$ cat config.mk
export PLATFORM = sky130hd
export DESIGN_NAME = fetch_queue
export DESIGN_NICKNAME = d
export VERILOG_FILES = /design/src/rtl/fetch_queue.sv
export SDC_FILE = /design/constraint.sdc
export NUM_CORES = 1
export LEC_CHECK = 0
export BUFFER_PORTS_ARGS = -buffer_cell sky130_fd_sc_hd__buf_2
export CAP_MARGIN = 5
export CORE_MARGIN = 8
export CORE_UTILIZATION = 47
export CTS_CLUSTER_SIZE = 14
export DETAILED_ROUTE_END_ITERATION = 8
export PLACE_DENSITY = 0.67
export SYNTH_ARGS = -nofsm -noshare
export SYNTH_HDL_FRONTEND = slang
export SYNTH_SLANG_ARGS = --single-unit
$ cat constraint.sdc
create_clock -name clock_i -period 3.18 [get_ports clock_i]
set_input_delay 0.318 -clock clock_i [delete_from_list [all_inputs] [get_ports clock_i]]
set_output_delay 0.318 -clock clock_i [all_outputs]
set_load 0.03 [all_outputs]
$ cat src/rtl/fetch_queue.sv
// Decoupling FIFO between Fetch and the Parser: stores 60-bit fetch bundles with
// their PC tags, presents the oldest one first-word-fall-through, and flushes on redirect.
module fetch_queue #(
  parameter int DEPTH  = 4,
  parameter int DATA_W = 60,
  parameter int PC_W   = 16
) (
  input  logic                       clock_i,
  input  logic                       reset_i,
  input  logic                       enable_i,
  input  logic [DATA_W-1:0]          data_i,
  input  logic [PC_W-1:0]            pc_i,
  output logic                       ready_o,
  input  logic                       flush_i,
  output logic                       enable_o,
  output logic [DATA_W-1:0]          data_o,
  output logic [PC_W-1:0]            pc_o,
  input  logic                       ready_i,
  output logic [$clog2(DEPTH):0]     count_o,
  output logic                       full_o,
  output logic                       empty_o
);

  localparam int PTR_W = $clog2(DEPTH);
  localparam int CNT_W = PTR_W + 1;

  logic [DATA_W-1:0] data_mem [DEPTH];
  logic [PC_W-1:0]   pc_mem   [DEPTH];

  logic [PTR_W-1:0] wr_ptr;
  logic [PTR_W-1:0] rd_ptr;
  logic [CNT_W-1:0] count;
  logic             push;
  logic             pop;

  // Every flag comes from the registered count, so no input reaches an output combinationally.
  assign full_o   = (count == CNT_W'(DEPTH));
  assign empty_o  = (count == '0);
  assign ready_o  = !full_o;
  assign enable_o = !empty_o;
  assign count_o  = count;

  assign push = enable_i && ready_o;
  assign pop  = enable_o && ready_i;

  assign data_o = empty_o ? '0 : data_mem[rd_ptr];
  assign pc_o   = empty_o ? '0 : pc_mem[rd_ptr];

  always_ff @(posedge clock_i) begin
    if (push && !flush_i) begin
      data_mem[wr_ptr] <= data_i;
      pc_mem[wr_ptr]   <= pc_i;
    end
  end

  always_ff @(posedge clock_i or negedge reset_i) begin
    if (!reset_i) begin
      wr_ptr <= '0;
      rd_ptr <= '0;
      count  <= '0;
    end else if (flush_i) begin
      wr_ptr <= '0;
      rd_ptr <= '0;
      count  <= '0;
    end else begin
      if (push) wr_ptr <= wr_ptr + 1'b1;
      if (pop)  rd_ptr <= rd_ptr + 1'b1;
      case ({push, pop})
        2'b10:   count <= count + 1'b1;
        2'b01:   count <= count - 1'b1;
        default: count <= count;
      endcase
    end
  end

`ifndef SYNTHESIS
  count_bound_a: assert property (@(posedge clock_i) disable iff (!reset_i) count <= CNT_W'(DEPTH));
  no_push_full_a: assert property (@(posedge clock_i) disable iff (!reset_i) !(push && full_o));
`endif

endmodule

# Word level (Yosys, flattened, before mapping)
# Memories as Yosys holds them, arrays and structs flattened.
# Cells that the tools add are included.
# W data, S select, Z words.
[op_classes] n_addsub=4 n_eq_ne=3 n_mux=10 reduce_logical=10
[op_table] cell="$mux W60" n=1
[op_table] cell="$mux W16" n=1
[op_table] cell="$mux W2" n=4
[op_table] cell="$pmux W3 S2" n=1
[op_table] cell="$add A2 B1 Y2 const B" n=2
[op_table] cell="$reduce_bool A2 Y1" n=2
[op_table] cell="$add A3 B1 Y3 const B" n=1
[op_table] cell="$eq A3 B3 Y1 const B" n=1
[op_table] cell="$logic_and A1 B1 Y1" n=3
[op_table] cell="$logic_not A1 Y1" n=3
[op_table] cell="$logic_not A3 Y1" n=1
[op_table] cell="$mux W3" n=1
[op_table] cell="$reduce_bool A3 Y1" n=1
[op_table] cell="$sub A3 B1 Y3 const B" n=1
[op_table] cell="$eq A2 B1 Y1 const B" n=1
[op_table] cell="$eq A2 B2 Y1 const B" n=1
[op_table] cell="$mux W1" n=2
[totals] ff_bits=7 mem_bits_rw=304 inputBits=81 output_inout_bits=83 elab_cells=32 n_memories=2
[mem_list] memory="data_mem" words=4 word_bits=60 read_ports=1 rd_ports_with_merged_regs=0 write_ports=1 line="27" rtl="logic [DATA_W-1:0] data_mem [DEPTH];"
[mem_list] memory="pc_mem" words=4 word_bits=16 read_ports=1 rd_ports_with_merged_regs=0 write_ports=1 line="28" rtl="logic [PC_W-1:0] pc_mem [DEPTH];"

# Logic depth before layout (Yosys ltp)
# Gate-level depths: netlist of run 1.
[logic_depth] ltp_word=6 mapped_depth=8

# Least setup slack after synthesis of run 1
# Ideal clock, no wire load.
[synth_timing] kind="register -> register" start="reg count[0], in the netlist count_o[0]" end="mem data_mem[0][0] (enable)" setup_time_ns=0.443 t_arrival_ns=3.347 setup_slack_ns=-0.610 stages_incl_launch_ff=6 path_cell_list="dfrtp_1 buf_2 or3b_2 inv_1 nor3_1 and2_1"
[synth_via] elab_chain_cells=6
[synth_lines] element="start, declared" line="32" rtl="logic [CNT_W-1:0] count;"
[synth_lines] element="start signal, assigned" line="69" rtl="2'b10: count <= count + 1'b1;"
[synth_lines] element="start signal, assigned" line="70" rtl="2'b01: count <= count - 1'b1;"
[synth_lines] element="start signal, assigned" line="71" rtl="default: count <= count;"
[synth_lines] element="$eq A3 B3 Y1" line="37" rtl="assign full_o = (count == CNT_W'(DEPTH));"
[synth_lines] element="$logic_not A1 Y1" line="39" rtl="assign ready_o = !full_o;"
[synth_lines] element="net ready_o" line="13" rtl="output logic ready_o,"
[synth_lines] element="$logic_and A1 B1 Y1" line="43" rtl="assign push = enable_i && ready_o;"
[synth_lines] element="$logic_and A1 B1 Y1" line="50" rtl="if (push && !flush_i) begin"
[synth_lines] element="$mux W1" line="50"
[synth_lines] element="$mux W1 (not written as such)" line="51" rtl="data_mem[wr_ptr] <= data_i;"
[synth_lines] element="end, declared" line="27"
# The timed path passes the listed nets, and every way through them passes these cells.

# Worst setup path after layout of run 1
[layout_timing] start="reg rd_ptr[0]" end="out data_o[2]"
[layout_via] elab_chain_cells=2
[layout_lines] element="start, declared" line="31" rtl="logic [PTR_W-1:0] rd_ptr;"
[layout_lines] element="start signal, assigned" line="67" rtl="if (pop) rd_ptr <= rd_ptr + 1'b1;"
[layout_lines] element="$mem_v2 Z4 W60"
[layout_lines] element="$mux W60" line="46" rtl="assign data_o = empty_o ? '0 : data_mem[rd_ptr];"
[layout_lines] element="end, declared" line="16" rtl="output logic [DATA_W-1:0] data_o,"
# Every way passes these cells.

==> results of run 1 <==
-- synth_stat cells --
master     number  area share
nand2_1         1     0.00031
inv_1           7      0.0022
and2_1         80       0.042
o22ai_1         1     0.00052
a211o_1         1     0.00073
o21ai_0         3      0.0012
nor3_1          1     0.00042
a21oi_1         5      0.0021
a311oi_1        1     0.00073
a2111oi_0       2      0.0015
nor2b_1         1     0.00052
or3b_2          1     0.00073
fa_1            1      0.0017
buf_12          1      0.0017
or3_1           1     0.00052
mux4_2         76        0.14
nor2_1          6      0.0019
a221oi_1        1     0.00073
buf_6           2      0.0019
nand2b_1        4      0.0021
o31ai_1         1     0.00062
xnor2_1         1     0.00073
buf_2          14      0.0058
edfxtp_1      304        0.76
buf_8           1      0.0012
a31oi_1         1     0.00052
xor2_1          2      0.0015
nand3b_1        2      0.0012
dfrtp_1         7       0.015
clkbuf_1       14      0.0044
ha_1            4      0.0042
o311ai_0        1     0.00073
nand3_1         3      0.0012
-- worst max-delay path: stages, from the launching register on --
cell and delay, ps:
dfrtp_4 680, buf_12 360, mux4_2 550, and2_1 200, buf_2 180
-- through the flow --
step	std cells	util	area, sq um	total power, uW	setup slack (ps)
6_report	1145	0.593	14900	10700	339
5_1_grt	1145	0.593	14900	11100	185
3_3_place_gp	1020	0.527	13300	7310	857
2_1_floorplan	551	-	12000	6590	219
4_1_cts	1145	0.593	14900	10800	255
3_5_place_dp	1020	0.527	13300	7340	830
-- cell type report --
cell class | count | area, sq um
Tap cell | 330 | 413
Timing Repair Buffer | 243 | 1700
Multi-Input combinational cell | 201 | 2540
Clock inverter | 16 | 151
Inverter | 7 | 26.3
Clock buffer | 37 | 798
Fill cell | 1868 | 10200
Sequential cell | 311 | 9310
-- kinds of logic after synthesis --
family          synth area share
mux                        0.142
xor+xnor                 0.00218
simple gates              0.0505
fa+ha+maj                0.00582
flops                      0.773
compound gates           0.00935
buf+inv                   0.0171
-- flip-flops by register name (all words and copies together) (netlist names) --
| signal | count |
|---|---|
| count_o | 3 |
| rd_ptr | 2 |
| data_mem | 240 |
| wr_ptr | 2 |
| pc_mem | 64 |
-- timing repair --
action                    in CTS  in global routing
gates resized for setup        0                  0
hold buffers                  72                  0
hold endpoints to repair     289                  0
-- routing by layer --
layer / vias to the layer above / GRT usage
met2: 189 / 0.256
li1: 2714 / -
met4: 2 / 0.0265
met1: 3152 / 0.200
met3: 21 / 0.0376
met5: - / 0
-- power by group through the flow --
stage	Sequential (uW)	Combinational, uW	Clock, uW
final	4790	2480	3390
after global routing	4810	2660	3640
after CTS	4790	2540	3490
after detailed placement	4880	2460	0
after global placement	4870	2440	0
after floorplan	4810	1790	0
-- worst paths after layout --
kind | startpoint | to | cells past startpoint
setup / recovery | rd_ptr[0] | data_o[2] | 4
hold reg to reg | wr_ptr[0] | wr_ptr[0] | 2
max in group asynchronous | reset_i | rd_ptr[0] | 2
hold / removal | data_i[58] | data_mem[2][58] | 1
setup reg to reg | count_o[0] | data_mem[2][50] | 5
min in group asynchronous | reset_i | wr_ptr[0] | 2
==> impl_metrics.ini, run 1 <==
[drt]
top_layer = met5
wirelength_met1_mm = 10.1
routed_wl_mm = 23.7
post_drt_wl_per_cell_um = 20.7
dr.first_iter.drc_count = 384
wl_met2_mm = 11.7
drt-pass1-iter-count = 4
post-route-drc-count = 0
viasPerCell = 5.31
vias = 6078
antenna_left = 0
wl_met3_mm = 1.70

[timing]
fmax_mhz = 352
slew_headroom = 0.591
period_share = 0.893
rsz0062_at_grt = no
maxSlewViolCount = 0
finalSetupViolCount = 0
period_needed_ps = 2840
whs_ps = 24.5
setup_tns_ps = 0
final.setup_skew_ps = 16.5
worst_slew_pin_slew_ps = 613
final_hold_viol_count = 0

[finish]
layout-drive-gt1-share = 0.361
layout_common_cells = 304 x edfxtp_1, 163 x buf_2, 76 x mux4_2, 76 x and2_1, 72 x dlygate4sd3_1
num-nets-final = 880
n_antenna_cell = 0
layout_commonest_cell = edfxtp_1
syn2layout_area_growth_pct = 24.1

[power_and_ir_drop]
cellPowerDensity_nw_per_um2 = 714
power.switching_uw = 3010
p_leak_uw = 0.00517
pwr-share-seq = 0.449
clkPwrFrac = 0.318
ir_drop_mv = 0.322
p_int_uw = 7650
power_frac_comb = 0.233
switching_share = 0.282

[status]
status = finished clean

[placement]
port-buffer-count = 163
dp_hpwl_mm = 13.9
place_congestion = 0.739

[logic_synthesis]
synth-seq-area-share = 0.773
syn-cell-area_sq_um = 12000
synth-seq-cells = 311
yosysUniqueCellTypes = 33
ys.warnings.count = 0
syn_inst = 551
synth_nets = 637
syn_area_per_cell_sq_um = 21.8

[floorplanning]
fp.coreArea_sq_um = 25200
rows = 58
die_height_um = 176
die_x_um = 176
initial_core_util = 0.478
die-area_sq_um = 31000
pin_count = 164

[clocking]
clock-sinks = 311
cts_root_buf = clkbuf_16
cts_setup_buffers = 0
path_clk_slew_ps = 60
clock_path_buffers = 3
cts_tree = yes
clk_latency_ps = 540
htree_levels = 1
cts_buffers = 30

[global_route]
grt_remaining_overflow = 0
grt_pass1_wl_mm = 37.3
grt.total_usage = 0.152
antenna_found_initial = 1
first_global_vias = 6806
grt_max_degree = 77

[critical_path]
crit_path_end_kind = output port
critPathLaunchType = register
worstPathArrival_ps = 2520
crit_required_ps = 2860
r2r_slack_ps = 880
criticalPathCategory = register to output port
worstPathMaxFanout = 36

[job]
drv_cap = 0

[hold_path]
hold_class = primary input to register
No activity file was read; power rests on OpenSTA's default activity.
==> inputs of run 2 (changes only) <==
ABC_AREA = 1   (was default)
PLACE_DENSITY = 0.64   (was 0.67)
clock period = 3.6 ns   (was 3.18 ns; I/O delays follow)
==> impl_metrics.ini, run 2 <==
[logic_synthesis]
synth-seq-cells = 311
yosysTopAreaCell = edfxtp_1
synth_most_common_cell = nor2_1
syn_inst = 964
yosysUniqueCellTypes = 25
synthArstFlopShare = 0.0225
ys.warnings.count = 0
synth_edf_count = 304
synth_area_leaders = edfxtp_1 74%, nor2_1 9.5%, o21ai_0 3.5%
synth_top_area_share = 0.743
synth-seq-area-share = 0.757
ys_top_cells_by_count = 310 x nor2_1, 304 x edfxtp_1, 86 x o21ai_0
synthFlopType = edfxtp_1
syn_area_per_cell_sq_um = 12.7
syn-cell-area_sq_um = 12300
synth_nets = 1050

[job]
drv_cap = 0

[hold_path]
holdCritStartpoint = data_i[20]
whs_endpoint = data_mem[0][20]
hold_class = primary input to register
holdPathStages = 1

[placement]
place_congestion = 0.758
dp_hpwl_mm = 16.1
port-buffer-count = 163
dp_cells = 1421

[drt]
vias = 7783
drt-pass1-iter-count = 5
viasPerCell = 5.26
antenna_left = 0
post_drt_wl_per_cell_um = 18.6
routed_wl_mm = 27.5
dr.first_iter.drc_count = 600
post-route-drc-count = 0

[finish]
syn2layout_area_growth_pct = 17.5
layout_commonest_cell = nor2_1
layout_common_cells = 306 x nor2_1, 304 x edfxtp_1, 163 x buf_2
top_register = data_mem
layout-drive-gt1-share = 0.207
largest_reg_flops = 240
num-nets-final = 1209
final_util = 0.559
fin_cells = 1479

[global_route]
antenna_found_initial = 2
grt_pass1_wl_mm = 43.0
grt_remaining_overflow = 0
grt_max_degree = 154
grt.total_usage = 0.174
first_global_vias = 7914

[critical_path]
startpoint = rd_ptr[1]
crit_path_end_kind = output port
worstPathMaxFanout = 38
rr_worst_depth = 5
slowest_delay_ps = 740
r2r_end = data_mem[0][35]
r2r_slack_ps = 1270
critPathSlowestCell = dfrtp_4
critPathLaunchType = register
worstPathArrival_ps = 2480
path_delay_family = buffers and inverters
r2r-start = count_o[0]
crit_required_ps = 3240
path_cells = inv_2, buf_12, nor2_1, o21ai_1, a21oi_1, buf_2
criticalPathCategory = register to output port
crit_buf_inv = 3

[power_and_ir_drop]
power.switching_uw = 4230
switching_share = 0.376
p_int_uw = 7010
pwr-share-seq = 0.382
p_leak_uw = 0.00525
cellPowerDensity_nw_per_um2 = 778
ir_drop_mv = 0.496
power_frac_comb = 0.340
clkPwrFrac = 0.278

[timing]
final_hold_viol_count = 0
period_share = 0.788
fmax_mhz = 352
slew_headroom = 0.512
final.setup_skew_ps = 18.4
rsz0062_at_grt = no
worst_slew_pin_slew_ps = 731
finalSetupViolCount = 0
period_needed_ps = 2840
maxSlewViolCount = 0

[clocking]
clock-sinks = 311
cts_tree = yes
clock_path_buffers = 3
cts_root_buf = clkbuf_16
clk_latency_ps = 500
htree_levels = 2
cts_buffers = 34
cts_setup_buffers = 0
path_clk_slew_ps = 60

[floorplanning]
rows = 59
initial_core_util = 0.476
die_x_um = 178
die_height_um = 178
pin_count = 164
die-area_sq_um = 31600
fp.coreArea_sq_um = 25800

[status]
status = finished clean
[run 2: cell count changes in the layout (fill, tap and decap cells not counted), moves of 6 or more]
cell,previous run,this run
inv_1,7,13
mux4_2,76,0
a21oi_1,5,78
nand2_1,0,14
o21ai_0,3,86
nor2_1,6,306
buf_4,0,11
and2_1,76,0
dlygate4sd3_1,72,1
o21ai_1,0,69
[run 2: cells by family after synthesis]
group                    after synthesis  synth area share
AO/OA/AOI/OAI                        234            0.0956
XOR/XNOR                               2           0.00143
adder cells (fa/ha/maj)                5           0.00570
buffers and inverters                 76            0.0355
flip-flops                           311             0.757
AND/OR/NAND/NOR                      336             0.104
[run 2: cell type report]
cell class                 count  area (sq um)
fill                        2174         11400
clock inverter                10          52.6
timing repair buffer         183          1070
sequential                   311          9310
inverter                      16          62.6
multi-input combinational    577          2580
tap                          335           419
antenna                        1          2.50
clock buffer                  46           947
[run 2: per-stage QoR]
step	power, uW	instance area (sq um)	setup slack (ps)	TNS [ps]	hold WS (ps)
detailed placement	8250	13400	1210	0	210
global route	11800	14400	534	0	49.4
finish	11200	14400	762	0	79.7
global placement	8230	13400	1240	0	209
CTS	11400	14400	694	0	50.7
floorplan	7110	12300	-1100	-333410	64.4
[run 2: how the worst max path moves through the flow]
| stage | end | slack (ps) | depth (start not counted) |
|---|---|---|---|
| after floorplan | data_mem[0][0] | -1100 | 4 |
| after global placement | data_o[39] | 1240 | 6 |
| after global routing | data_o[44] | 530 | 6 |
| after detailed placement | data_mem[0][20] | 1210 | 5 |
| after CTS | data_o[33] | 690 | 6 |
| final | data_o[49] | 760 | 6 |
[run 2: what timing repair did]
action | in CTS | in global routing
hold buffers | 1 | 0
resized for setup | 0 | 0
hold endpoints to repair | 7 | 0
[run 2: routing by layer]
| layer | share of wire | global-route usage | wire length [um] | vias to the layer above |
|---|---|---|---|---|
| met3 | 0.064 | 0.0419 | 1770 | 37 |
| met2 | 0.49 | 0.290 | 13600 | 220 |
| met1 | 0.43 | 0.227 | 11700 | 3792 |
| met5 | 0.00047 | 0 | 13 | - |
| met4 | 0.016 | 0.0455 | 438 | 2 |
| li1 | - | - | - | 3732 |
[run 2: power groups by stage]
stage / logic, uW / registers, uW / clock network [uW]
floorplan: 2740 / 4370 / 0
global placement: 3870 / 4360 / 0
detailed placement: 3890 / 4370 / 0
CTS: 3900 / 4290 / 3210
global route: 4180 / 4310 / 3360
finish: 3820 / 4290 / 3120
